===== config.mk =====
export PLATFORM = sky130hd
export DESIGN_NAME = hamming16t11d_scrubber_flat
export DESIGN_NICKNAME = d
export VERILOG_FILES = /design/src/rtl/hamming16t11d_scrubber_if.sv /design/src/rtl/hamming16t11d_scrubber.sv /design/src/flat_wrapper.sv
export SDC_FILE = /design/constraint.sdc
export NUM_CORES = 1
export LEC_CHECK = 0
export BUFFER_PORTS_ARGS = -buffer_cell sky130_fd_sc_hd__buf_2
export CORE_ASPECT_RATIO = 1.75
export CORE_MARGIN = 2
export CORE_UTILIZATION = 45
export DETAILED_ROUTE_END_ITERATION = 8
export GPL_TIMING_DRIVEN = 0
export PLACE_DENSITY = 0.67
export SYNTH_ARGS = -nofsm -noshare
export SYNTH_HDL_FRONTEND = slang
export SYNTH_SLANG_ARGS = --single-unit
export TNS_END_PERCENT = 100

===== constraint.sdc =====
create_clock -name clk_i -period 5.41 [get_ports clk_i]
set_clock_uncertainty 0.2 [all_clocks]
set_input_delay 1.082 -clock clk_i [delete_from_list [all_inputs] [get_ports clk_i]]
set_output_delay 1.082 -clock clk_i [all_outputs]
set_load 0.05 [all_outputs]

===== src/rtl/hamming16t11d_scrubber_if.sv =====
// Memory-side bus of the Hamming(16,11) scrubber: one request channel
// shared by reads and write-backs, plus the read-data return path.
interface hamming16t11d_scrubber_if #(
  parameter int unsigned ADDR_W = 4
);
  logic              mem_req_o;
  logic              mem_we_o;
  logic [ADDR_W-1:0] mem_addr_o;
  logic [15:0]       mem_wdata_o;
  logic              mem_gnt_i;
  logic              mem_rvalid_i;
  logic [15:0]       mem_rdata_i;

  modport master (
    output mem_req_o, mem_we_o, mem_addr_o, mem_wdata_o,
    input  mem_gnt_i, mem_rvalid_i, mem_rdata_i
  );

  modport slave (
    input  mem_req_o, mem_we_o, mem_addr_o, mem_wdata_o,
    output mem_gnt_i, mem_rvalid_i, mem_rdata_i
  );
endinterface


===== src/rtl/hamming16t11d_scrubber.sv =====
// Background scrubber: sweeps DEPTH Hamming(16,11) SEC-DED words, writes back
// single-bit corrections and counts corrected / uncorrectable words.
module hamming16t11d_scrubber #(
  parameter int unsigned DEPTH  = 16,
  parameter int unsigned ADDR_W = $clog2(DEPTH),
  parameter int unsigned PERIOD = 256
) (
  input  logic                      clk_i,
  input  logic                      rst_i,
  input  logic                      en_i,
  input  logic                      start_i,
  input  logic                      clr_i,
  hamming16t11d_scrubber_if.master  mem,
  output logic                      busy_o,
  output logic                      done_o,
  output logic [15:0]               sec_cnt_o,
  output logic [15:0]               ded_cnt_o,
  output logic                      ded_o,
  output logic [ADDR_W-1:0]         ded_addr_o
);

  localparam int unsigned PW = (PERIOD > 1) ? $clog2(PERIOD) : 1;

  typedef enum logic [2:0] {
    IDLE, RD_REQ, RD_WAIT, CHECK, WR_REQ, NEXT
  } state_t;

  state_t            state;
  logic [ADDR_W-1:0] addr;
  logic [PW-1:0]     period_cnt;
  logic [15:0]       word_q;
  logic [15:0]       wdata;
  logic              req;
  logic              we;
  logic              busy;
  logic              done;
  logic              ded;
  logic [ADDR_W-1:0] ded_addr;
  logic [15:0]       sec_cnt;
  logic [15:0]       ded_cnt;

  logic [3:0]        syndrome;
  logic              parity;
  logic [15:0]       corrected;
  logic              sec_hit;
  logic              ded_hit;

  // Syndrome is the XOR of the indices of all set bits; a lone flipped bit
  // therefore names its own position (0 when the overall parity bit flipped).
  always_comb begin
    syndrome = '0;
    for (int unsigned i = 1; i < 16; i++) begin
      if (word_q[i]) syndrome = syndrome ^ 4'(i);
    end
    parity    = ^word_q;
    corrected = word_q ^ (16'(1) << syndrome);
  end

  assign sec_hit = (state == CHECK) && parity;
  assign ded_hit = (state == CHECK) && !parity && (syndrome != '0);

  always_ff @(posedge clk_i) begin
    if (rst_i) begin
      state      <= IDLE;
      addr       <= '0;
      period_cnt <= '0;
      word_q     <= '0;
      wdata      <= '0;
      req        <= 1'b0;
      we         <= 1'b0;
      busy       <= 1'b0;
      done       <= 1'b0;
      ded        <= 1'b0;
      ded_addr   <= '0;
    end else begin
      done <= 1'b0;
      ded  <= 1'b0;
      unique case (state)
        IDLE: begin
          if (start_i || (en_i && period_cnt == PW'(PERIOD - 1))) begin
            period_cnt <= '0;
            addr       <= '0;
            req        <= 1'b1;
            we         <= 1'b0;
            busy       <= 1'b1;
            state      <= RD_REQ;
          end else if (en_i) begin
            period_cnt <= period_cnt + PW'(1);
          end else begin
            period_cnt <= '0;
          end
        end
        RD_REQ: begin
          if (mem.mem_gnt_i) begin
            req   <= 1'b0;
            state <= RD_WAIT;
          end
        end
        RD_WAIT: begin
          if (mem.mem_rvalid_i) begin
            word_q <= mem.mem_rdata_i;
            state  <= CHECK;
          end
        end
        CHECK: begin
          if (parity) begin
            wdata <= corrected;
            req   <= 1'b1;
            we    <= 1'b1;
            state <= WR_REQ;
          end else begin
            if (syndrome != '0) begin
              ded      <= 1'b1;
              ded_addr <= addr;
            end
            state <= NEXT;
          end
        end
        WR_REQ: begin
          if (mem.mem_gnt_i) begin
            req   <= 1'b0;
            we    <= 1'b0;
            state <= NEXT;
          end
        end
        NEXT: begin
          if (addr == ADDR_W'(DEPTH - 1)) begin
            addr  <= '0;
            done  <= 1'b1;
            busy  <= 1'b0;
            state <= IDLE;
          end else begin
            addr  <= addr + ADDR_W'(1);
            req   <= 1'b1;
            we    <= 1'b0;
            state <= RD_REQ;
          end
        end
        default: state <= IDLE;
      endcase
    end
  end

  // Saturating event counters; a clear in the same cycle as an increment wins.
  always_ff @(posedge clk_i) begin
    if (rst_i || clr_i) begin
      sec_cnt <= '0;
      ded_cnt <= '0;
    end else begin
      if (sec_hit && sec_cnt != '1) sec_cnt <= sec_cnt + 16'd1;
      if (ded_hit && ded_cnt != '1) ded_cnt <= ded_cnt + 16'd1;
    end
  end

  assign mem.mem_req_o   = req;
  assign mem.mem_we_o    = we;
  assign mem.mem_addr_o  = addr;
  assign mem.mem_wdata_o = wdata;
  assign busy_o          = busy;
  assign done_o          = done;
  assign ded_o           = ded;
  assign ded_addr_o      = ded_addr;
  assign sec_cnt_o       = sec_cnt;
  assign ded_cnt_o       = ded_cnt;

endmodule


===== src/flat_wrapper.sv =====
// flat-port wrapper written by rule: the top's interface ports become plain ports
module hamming16t11d_scrubber_flat 
#(
  parameter int unsigned DEPTH  = 16,
  parameter int unsigned ADDR_W = $clog2(DEPTH),
  parameter int unsigned PERIOD = 256
)
  (clk_i, rst_i, en_i, start_i, clr_i, busy_o, done_o, sec_cnt_o, ded_cnt_o, ded_o, ded_addr_o, mem_mem_req_o, mem_mem_we_o, mem_mem_addr_o, mem_mem_wdata_o, mem_mem_gnt_i, mem_mem_rvalid_i, mem_mem_rdata_i);
  hamming16t11d_scrubber_if #(.ADDR_W(ADDR_W)) mem_i ();
  input  logic clk_i;
  input  logic rst_i;
  input  logic en_i;
  input  logic start_i;
  input  logic clr_i;
  output logic busy_o;
  output logic done_o;
  output logic [15:0] sec_cnt_o;
  output logic [15:0] ded_cnt_o;
  output logic ded_o;
  output logic [ADDR_W-1:0] ded_addr_o;
  output wire logic [$bits(mem_i.mem_req_o)-1:0] mem_mem_req_o;
  output wire logic [$bits(mem_i.mem_we_o)-1:0] mem_mem_we_o;
  output wire logic [$bits(mem_i.mem_addr_o)-1:0] mem_mem_addr_o;
  output wire logic [$bits(mem_i.mem_wdata_o)-1:0] mem_mem_wdata_o;
  input wire logic [$bits(mem_i.mem_gnt_i)-1:0] mem_mem_gnt_i;
  input wire logic [$bits(mem_i.mem_rvalid_i)-1:0] mem_mem_rvalid_i;
  input wire logic [$bits(mem_i.mem_rdata_i)-1:0] mem_mem_rdata_i;
  assign mem_mem_req_o = mem_i.mem_req_o;
  assign mem_mem_we_o = mem_i.mem_we_o;
  assign mem_mem_addr_o = mem_i.mem_addr_o;
  assign mem_mem_wdata_o = mem_i.mem_wdata_o;
  assign mem_i.mem_gnt_i = mem_mem_gnt_i;
  assign mem_i.mem_rvalid_i = mem_mem_rvalid_i;
  assign mem_i.mem_rdata_i = mem_mem_rdata_i;
  hamming16t11d_scrubber #(.DEPTH(DEPTH), .ADDR_W(ADDR_W), .PERIOD(PERIOD)) u_core (.clk_i(clk_i), .rst_i(rst_i), .en_i(en_i), .start_i(start_i), .clr_i(clr_i), .mem(mem_i), .busy_o(busy_o), .done_o(done_o), .sec_cnt_o(sec_cnt_o), .ded_cnt_o(ded_cnt_o), .ded_o(ded_o), .ded_addr_o(ded_addr_o));
endmodule

Yosys cells after proc, flatten, opt, wreduce, memory -nomap -nowiden
Index checks and enable logic that the tools add are counted.
{"block": "classes", "addsub": 4, "mul": 0, "n_div": 0, "n_lt_le_gt_ge": 0, "n_eq_ne": 17, "shifts": 1, "muxes": 39, "bitwise_logic": 18, "n_reduce_logical": 26}
{"op": "4-bit 2-to-1 mux", "count": 10}
{"op": "16-bit by 1-bit adder with 16-bit output, second input constant", "count": 2}
{"op": "16-bit != test, second input constant", "count": 2}
{"op": "3-bit 2-to-1 mux", "count": 8}
{"op": "3-bit one-hot mux with 6 select lines", "count": 1}
{"op": "8-bit 2-to-1 mux", "count": 2}
{"op": "16-bit parity", "count": 1}
{"op": "1-bit by 4-bit left shift with 16-bit output, first input constant", "count": 1}
{"op": "16-bit bitwise XOR", "count": 1}
{"op": "1-bit 2-to-1 mux", "count": 12}
{"op": "2-bit NOT", "count": 6}
{"op": "3-bit NOT", "count": 4}
{"op": "4-bit nonzero test", "count": 3}
{"op": "5-bit AND reduction", "count": 2}
{"op": "8-bit by 1-bit adder with 8-bit output, second input constant", "count": 1}
{"op": "8-bit equality test, second input constant", "count": 1}
{"op": "2-bit by 1-bit != test with 1-bit output, second input constant", "count": 4}
{"op": "2-bit != test, second input constant", "count": 4}
{"op": "1-bit one-hot mux with 4 select lines", "count": 2}
{"op": "4-bit one-hot mux with 2 select lines", "count": 1}
{"op": "3-bit by 2-bit equality test with 1-bit output, second input constant", "count": 2}
{"op": "3-bit equality test, second input constant", "count": 2}
{"op": "1-bit logical AND", "count": 6}
{"op": "2-bit AND reduction", "count": 3}
{"op": "16 further kinds", "count": 24}
{"block": "word_totals", "register_bits": 88, "latchBits": 0, "ram_bits": 0, "romBits": 0, "elab_cells": 118, "mem_count": 0}

Logic depth before layout (Yosys ltp)
Gate-level depths: netlist (run 1).
{"block": "depth", "word_depth": 29, "ltp_mapped": 10, "mapped_depth_nobuf": 8}

Least setup slack after synthesis (run 1)
OpenSTA, ideal clock, no wires.
{"block": "synth_path", "kind": "reg-to-reg", "start": "reg u_core.word_q[14]", "end": "reg u_core.ded_cnt[7] (netlist: u_core.ded_cnt_o[7])", "setup_time_ns": 0.070, "arrival_ns": 2.637, "path_slack_ns": 2.503, "path_stages_with_launch": 10, "path_buffers": 2, "period_less_slack_ns": 2.907, "cell_sequence": "dfxtp_1 buf_2 xnor3_1 xnor3_1 xnor3_2 nand2_2 or4_1 clkbuf_2 or3_1 a21oi_1"}
{"block": "synth_between", "elab_chain_cells": 6, "word_cells_on_any_way": 9}
{"element": "start: declaration", "line": "hamming16t11d_scrubber.sv:31", "source": "logic [15:0] word_q;"}
{"element": "start signal: assignment", "line": "hamming16t11d_scrubber.sv:101", "source": "word_q <= mem.mem_rdata_i;"}
{"element": "4-bit 2-to-1 mux", "line": "hamming16t11d_scrubber.sv:53", "source": "if (word_q[i]) syndrome = syndrome ^ 4'(i);"}
{"element": "4-bit NOT (no source line)"}
{"element": "4-bit 2-to-1 mux", "line": "hamming16t11d_scrubber.sv:53"}
{"element": "4-bit nonzero test", "line": "hamming16t11d_scrubber.sv:60", "source": "assign ded_hit = (state == CHECK) && !parity && (syndrome != '0);"}
{"element": "1-bit logical AND *", "line": "hamming16t11d_scrubber.sv:60"}
{"element": "1-bit logical AND *", "line": "hamming16t11d_scrubber.sv:151", "source": "if (ded_hit && ded_cnt != '1) ded_cnt <= ded_cnt + 16'd1;"}
{"element": "end signal: assignment", "line": "hamming16t11d_scrubber.sv:151"}
{"element": "end: declaration", "line": "hamming16t11d_scrubber.sv:40", "source": "logic [15:0] ded_cnt;"}
Mark *: on every way between the ends. The rest lies on a longest branch, timed or not.
A chain may end at the register's enable or synchronous reset.

Worst setup path in the final report (run 1)
{"block": "layout_path", "start": "reg u_core.word_q[14]", "end": "reg u_core.ded_cnt[11] (netlist: u_core.ded_cnt_o[11])"}
Same word-level chain as after synthesis.

==> results of run 1 <==
cells in the mapped netlist, types with 3 or more instances:
cell type,count,area share (%)
nand4_1,15,2.2
xnor2_1,38,7.7
nand2_1,71,6.2
or2_2,4,0.58
a211oi_1,18,3.1
and3_1,9,1.3
or4_1,3,0.52
ha_1,4,1.2
nor3_1,8,0.93
nor2_1,82,7.2
nor3b_1,4,0.70
xnor3_1,3,1.6
xnor2_2,3,1.1
xor2_1,23,4.7
or3_1,10,1.5
nor2b_1,4,0.58
nand3_1,15,1.7
o31ai_1,3,0.52
nor4_1,3,0.44
clkbuf_1,22,1.9
a22oi_1,3,0.52
dfxtp_1,88,41
inv_1,3,0.26
and2_1,3,0.44
a21oi_1,48,5.6
o21ai_0,13,1.5
power by group:
group	internal, mW	switching [mW]	leakage (nW)	total (mW)
Clock	0.339	0.262	0.138	0.601
Sequential	0.663	0.0115	0.710	0.674
Combinational	0.0959	0.176	1.12	0.272
metrics by stage:
stage / setup slack, ns / instances
final: 2.20 / 744
after global placement: 2.27 / 728
after CTS: 2.20 / 744
after detailed placement: 2.22 / 728
after floorplan: 2.50 / 523
after global routing: 2.05 / 744
sequential cells by signal, indices dropped and copies added (netlist names), 3 cells and up:
register / count
u_core.word_q: 16
u_core.period_cnt: 8
u_core.mem.mem_wdata_o: 16
u_core.mem.mem_addr_o: 4
u_core.sec_cnt_o: 16
u_core.ded_cnt_o: 16
u_core.state: 3
u_core.ded_addr_o: 4
worst paths after layout:
check / to / from / slack (ns)
setup / recovery: u_core.ded_cnt_o[11] / u_core.word_q[14] / 2.20
hold / removal: u_core.ded_addr_o[0] / u_core.ded_addr_o[0] / 0.26
setup reg to reg: u_core.ded_cnt_o[11] / u_core.word_q[14] / 2.20
hold reg to reg: u_core.ded_addr_o[0] / u_core.ded_addr_o[0] / 0.26
routing by layer:
metal | routed length (um) | share of wire, % | GRT usage (%) | vias up
li1 | - | - | - | 1987
met4 | 407 | 3.9 | 11.4 | 0
met1 | 4170 | 40 | 21.7 | 1830
met2 | 5370 | 52 | 36.6 | 112
met3 | 458 | 4.4 | 4.47 | 29
met5 | 0 | 0 | 0 | -
kinds of logic (layout without fill, tap and decap cells):
group                    count (synthesis)  in the layout  synth area share (%)
adder cells (fa/ha/maj)                  4              4                  1.16
AND/OR/NAND/NOR                        240            240                  25.9
buffers and inverters                   28            127                  2.53
AO/OA/AOI/OAI                           92             92                  12.6
multiplexers                             2              2                 0.466
flip-flops                              88             88                  41.0
XOR/XNOR                                69             69                  16.3
critical path, stage by stage, from the launching register on:
cell      delay [ns]
dfxtp_1         0.31
buf_2           0.17
xnor3_1         0.42
xnor3_1         0.40
xnor3_2         0.27
nand2_2         0.15
or4_1           0.55
clkbuf_2        0.18
or3_1           0.33
a21oi_1         0.15
layout make-up:
cell class / instances / area share, %
Inverter: 3 / 0.218
Sequential cell: 88 / 34.1
Buffer: 25 / 1.89
Clock inverter: 5 / 0.800
Timing Repair Buffer: 83 / 8.05
Tap cell: 122 / 2.96
Multi-Input combinational cell: 407 / 47.0
Clock buffer: 11 / 4.90
==> results.txt, run 1 <==
CTS Hold Bufs -> 0
Asr flop ratio synth -> 0%
DR vias -> 3,958
R2R cell count -> 9
Vias in the first global route -> 3,716
Initial core utilization -> 46.0%
Wire length per cell -> 14.0 um
Multi-input gate area -> 2430 sq um
Fin area -> 5160 sq um
FMAX -> 311 MHz
Vias per cell -> 5.32
Syn nets -> 550
Port bufs -> 83
Die W -> 77.9 um
Inserted Diodes -> 0
Drt total wl -> 10,400 um
Post-synth EDFFs -> 0
Register clock-pin slew on the reported worst setup and hold paths -> 0.06 ns
Syn. warnings -> 0
Remaining Overflow, GRT -> 0
Gr usage total -> 20.4%
Worst min path class -> flip-flop to flip-flop
Layout cells sized above 1 -> 18.2%
Core area -> 9350 sq um
DRC -> 0
Final Power -> 1.55 mW
Seq cells post-synth -> 88
Worst-Skew Late Latency -> 0.34 ns
Die height -> 133 um
Relative slew margins -> 51.8%
Power density over the cells -> 300 nW/um^2
Site row count -> 47
CTS max path bufs -> 2
Most frequent cells in the layout -> 88 x dfxtp_1, 85 x buf_2, 82 x nor2_1
Final period utilization -> 59.4%
Max-cap violations -> 0
PostCTS Resize Cnt -> 0
Sequential area share after synthesis -> 41.0%
H-tree levels -> 3
Final Max Tran Viols -> 0
Run status -> complete, no violations
Worst hold margin -> 0.256 ns
FF/Latch Area -> 1760 sq um
DP HPWL -> 7830 um
Worst-margin pin slew -> 0.718 ns
Layout area overhead -> 20.1%
Final core occ -> 55.2%
Number of nets still failing antenna checks after routing -> 0
Mapped Avg Cell Area -> 8.22 sq um
Die ar. -> 10,400 sq um
Maximum vdd ir drop -> 0.196 mV
Cell variety after synth -> 43
WHS Path Cells -> 2
Largest net degree at the start of global routing -> 16
First-pass GRT wire length -> 16,900 um
Ports -> 84
RSZ-0062 raised after global routing -> no
Initial DRC Count -> 169
1st-pass router iterations -> 4
Final setup TNS -> 0 ns
Leakage dissipation -> 1.96 nW
Commonest non-fill, non-tap cell in the layout -> dfxtp_1
Clock Sinks -> 88
CTS tree -> done
# nets final -> 644
Gpl congestion -> 0.949
# setup viols final -> 0
Critical path peak fanout -> 9
CP Data Arrival Time -> 3.28 ns
Endpoint class of the critical path -> flip-flop
Clock root buffer -> clkbuf_16
Fill cells -> 865
Cells after Synth -> 523
Final hold vios -> 0
Postcts setup bufs -> 0
CP Data Required Time -> 5.48 ns
CTS Buf Count -> 9
Crit path launch type -> flip-flop
CP Class -> flip-flop to flip-flop
Synthesized area -> 4300 sq um
Final period demand of the worst path -> 3.21 ns
Area after DPL -> 4860 sq um
Post-synth top flop -> dfxtp_1
Initial antenna violation count -> 0
Power figures use the tool's default switching activity.
==> inputs of run 2 (changes only) <==
clock period = 3.3 ns   (was 5.41 ns; I/O delays follow)
==> results.txt, run 2 (synthesized netlist as in run 1, its figures left out) <==
Initial antenna violation count -> 0
Hold endpoint -> u_core.ded_addr_o[0]
H-tree levels -> 3
Remaining Overflow, GRT -> 0
Final setup TNS -> 0 ns
Gr usage total -> 20.4%
Met3 global-route usage -> 4.47%
Worst Setup SP -> u_core.word_q[14]
Clock Sinks -> 88
CTS Hold Bufs -> 0
Worst hold margin -> 0.256 ns
Final period demand of the worst path -> 3.13 ns
Wire length per cell -> 14.0 um
Layout cells sized above 1 -> 18.2%
Initial DRC Count -> 176
R2R Path End -> u_core.ded_cnt_o[11]
Ports -> 84
CP Class -> flip-flop to flip-flop
Die ar. -> 10,400 sq um
Maximum vdd ir drop -> 0.321 mV
Worst min path class -> flip-flop to flip-flop
Hold Crit Start -> u_core.ded_addr_o[0]
Final period utilization -> 94.9%
Vias per cell -> 5.31
Crit path launch type -> flip-flop
Register clock-pin slew on the reported worst setup and hold paths -> 0.07 ns
Number of nets still failing antenna checks after routing -> 0
DP HPWL -> 7830 um
Clock root buffer -> clkbuf_16
Final hold vios -> 0
Critical path's most frequent cell -> xnor3_1
CP max-delay cell -> or4_1
Layout area overhead -> 20.2%
Critical path peak fanout -> 9
Worst-Skew Late Latency -> 0.34 ns
Endpoint class of the critical path -> flip-flop
PostCTS Resize Cnt -> 0
Met2 Use GR -> 36.6%
Postcts setup bufs -> 0
Most frequent cells in the layout -> 88 x dfxtp_1, 85 x buf_2, 82 x nor2_1
Worst r2r src -> u_core.word_q[14]
Gpl congestion -> 0.949
Relative slew margins -> 51.8%
Initial core utilization -> 46.0%
CTS tree -> done
RSZ-0062 raised after global routing -> no
Critical path cell sequence -> clkbuf_4 > xnor3_1 > xnor3_1 > xnor3_2 > nand2_4 > or4_1 > buf_2 > or3_1 > a21oi_1
Leakage dissipation -> 1.97 nW
Worst-margin pin slew -> 0.718 ns
Die W -> 77.9 um
GR peak layer -> met2
FMAX -> 319 MHz
Port bufs -> 83
Vias in the first global route -> 3,716
R2R cell count -> 9
CP Data Required Time -> 3.37 ns
# nets final -> 644
Site row count -> 47
FF-to-FF setup slack -> 0.17 ns
CTS Buf Count -> 9
CTS max path bufs -> 2
# setup viols final -> 0
DRC -> 0
Core area -> 9350 sq um
Crit-path max cell delay -> 0.54 ns
First-pass GRT wire length -> 16,900 um
Inserted Diodes -> 0
DR vias -> 3,949
CP Data Arrival Time -> 3.20 ns
WHS Path Cells -> 2
Die height -> 133 um
Max-cap violations -> 0
Final Power -> 2.54 mW
CP delay by family, top -> XOR/XNOR gates
Final Max Tran Viols -> 0
1st-pass router iterations -> 4
Bufs and invs on worst path -> 2
Drt total wl -> 10,400 um
Run status -> complete, no violations
Power density over the cells -> 491 nW/um^2
Largest net degree at the start of global routing -> 16
Commonest non-fill, non-tap cell in the layout -> dfxtp_1
Met1 usage -> 21.7%
## run 2: cell counts in the layout (fill, tap and decap cells not counted)
No cell type changed its count.
## run 2: area by class of cell
class	instances	area [sq um]
Fill cell	863	4180
Multi-Input combinational cell	407	2430
Sequential cell	88	1760
Timing Repair Buffer	83	415
Clock buffer	11	253
Tap cell	122	153
Buffer	25	100
Clock inverter	5	41.3
Inverter	3	11.3
## run 2: worst reg2reg max path, delay by kind of cell (launching register included)
family	cells	cell delay [ns]
xor+xnor	3	1.09
compound gates	1	0.15
buf+inv	2	0.35
flops	1	0.31
simple gates	3	0.96
## run 2: worst max-delay path by stage
stage | to | slack, ns | cells past startpoint
2_1_floorplan | u_core.ded_cnt_o[7] | 0.39 | 9
3_3_place_gp | u_core.ded_cnt_o[5] | 0.16 | 9
3_5_place_dp | u_core.ded_cnt_o[11] | 0.11 | 9
4_1_cts | u_core.ded_cnt_o[11] | 0.09 | 9
5_1_grt | u_core.ded_cnt_o[9] | 0.01 | 10
6_report | u_core.ded_cnt_o[11] | 0.17 | 9
## run 2: per-layer routing
layer	part of all wire [%]	wire, um
met1	40	4200
met4	3.4	358
met5	0	0
met3	4.4	464
met2	52	5420
## run 2: power by group
group	switching, mW	leakage [nW]	internal [mW]
Sequential	0.0188	0.710	1.09
Combinational	0.289	1.12	0.158
Clock	0.430	0.138	0.555
Total	0.739	1.97	1.80
## run 2: through the flow
step                      instances  area, sq um  worst slack [ns]  utilization [%]
final                           744         5170             0.168             55.3
after global routing            744         5170            0.0147             55.3
after CTS                       744         5160            0.0904             55.2
after detailed placement        728         4860             0.108             52.0
after global placement          728         4860             0.165             52.0
after floorplan                 523         4300             0.393                -
==> inputs of run 3 (changes only) <==
CTS_BUF_LIST = sky130_fd_sc_hd__clkbuf_4 sky130_fd_sc_hd__clkbuf_8   (was not set)
RECOVER_POWER = 100   (was not set)
==> results.txt, run 3 (synthesized netlist as in run 1, its figures left out) <==
DP HPWL -> 7830 um
CTS Buf Count -> 9
Ports -> 84
Layout cells sized above 1 -> 8.20%
CTS tree -> done
First-pass GRT wire length -> 16,900 um
Die ar. -> 10,400 sq um
Largest net degree at the start of global routing -> 16
Fin cells -> 744
Maximum vdd ir drop -> 0.275 mV
Crit path launch type -> flip-flop
Endpoint class of the critical path -> flip-flop
Inserted Diodes -> 0
Worst-margin pin slew -> 0.744 ns
Final period demand of the worst path -> 3.15 ns
Initial antenna violation count -> 0
Vias in the first global route -> 3,697
Postcts setup bufs -> 0
CP Data Arrival Time -> 3.25 ns
Die height -> 133 um
Site row count -> 47
Wire length per cell -> 14.0 um
Commonest non-fill, non-tap cell in the layout -> dfxtp_1
Number of nets still failing antenna checks after routing -> 0
CTS max path bufs -> 2
Final hold vios -> 0
# setup viols final -> 0
Worst min path class -> flip-flop to flip-flop
Drt total wl -> 10,400 um
Critical path peak fanout -> 9
Area after DPL -> 4860 sq um
Initial DRC Count -> 167
Relative slew margins -> 50.1%
CP Data Required Time -> 3.40 ns
Leakage dissipation -> 1.65 nW
Vias per cell -> 5.28
# nets final -> 644
Gpl congestion -> 0.949
CP Class -> flip-flop to flip-flop
Register clock-pin slew on the reported worst setup and hold paths -> 0.09 ns
Layout area overhead -> 16.1%
Final core occ -> 53.3%
DRC -> 0
FMAX -> 317 MHz
Max-cap violations -> 0
DR vias -> 3,926
Die W -> 77.9 um
Core area -> 9350 sq um
Clock Sinks -> 88
FF/Latch Area -> 1760 sq um
Multi-input gate area -> 2430 sq um
Clock root buffer -> clkbuf_8
Final Max Tran Viols -> 0
Power density over the cells -> 456 nW/um^2
Final period utilization -> 95.6%
H-tree levels -> 3
Final Power -> 2.27 mW
Most frequent cells in the layout -> 88 x dfxtp_1, 84 x clkbuf_1, 82 x nor2_1
Gr usage total -> 20.3%
Fill cells -> 925
Initial core utilization -> 46.0%
Fin area -> 4990 sq um
RSZ-0062 raised after global routing -> no
Placed Cells -> 728
Run status -> complete, no violations
Remaining Overflow, GRT -> 0
1st-pass router iterations -> 4
Final setup TNS -> 0 ns
Worst-Skew Late Latency -> 0.37 ns
Port bufs -> 83
-- run 3: cell count changes in the layout (fill, tap and decap cells not counted) --
cell	delta
clkbuf_8	+9
clkbuf_1	+62
and2_1	-1
buf_2	-62
clkbuf_16	-9
and2_0	+1
-- run 3: power by group --
| group | total, mW | internal (mW) | switching (mW) |
|---|---|---|---|
| combinational | 0.444 | 0.154 | 0.290 |
| clock | 0.724 | 0.318 | 0.405 |
| sequential | 1.10 | 1.09 | 0.0192 |
-- run 3: final cells by class --
type / instances / share of cell area, %
buffer: 25 / 2.01
clock buffer: 11 / 3.04
clock inverter: 5 / 0.828
inverter: 3 / 0.226
multi-input combinational: 407 / 48.7
sequential: 88 / 35.3
tap: 122 / 3.06
timing repair buffer: 83 / 6.77
-- run 3: path summary, 6_finish.rpt --
path	slack (ns)	depth (start not counted)	endpoint	start
max reg2reg	0.15	9	u_core.ded_cnt_o[11]	u_core.word_q[14]
min	0.26	2	u_core.ded_addr_o[0]	u_core.ded_addr_o[0]
max	0.15	9	u_core.ded_cnt_o[11]	u_core.word_q[14]
min reg2reg	0.26	2	u_core.ded_addr_o[0]	u_core.ded_addr_o[0]
-- run 3: repair_timing --
item,4_1_cts,5_1_grt
setup endpoints to repair,0,4
gates resized for setup,0,3
hold buffers,0,0
-- run 3: routing by layer --
metal / routed length, um / share of wire, % / global-route usage (%)
met1: 4230 / 41 / 22.0
met2: 5330 / 51 / 37.0
met3: 488 / 4.7 / 4.13
met4: 352 / 3.4 / 9.72
met5: 0 / 0 / 0
-- run 3: stage by stage --
step	hold slack [ns]	worst slack, ns
2_1_floorplan	0.239	0.393
3_3_place_gp	0.245	0.165
3_5_place_dp	0.250	0.108
4_1_cts	0.263	0.0791
5_1_grt	0.293	0.00800
6_report	0.263	0.146
-- run 3: critical path, stage by stage, from the launching register on --
cell and delay [ns]:
dfxtp_1 0.32, clkbuf_4 0.17, xnor3_1 0.40, xnor3_1 0.40
xnor3_2 0.29, nand2_4 0.11, or4_1 0.54, buf_2 0.18
or3_1 0.31, a21oi_1 0.16
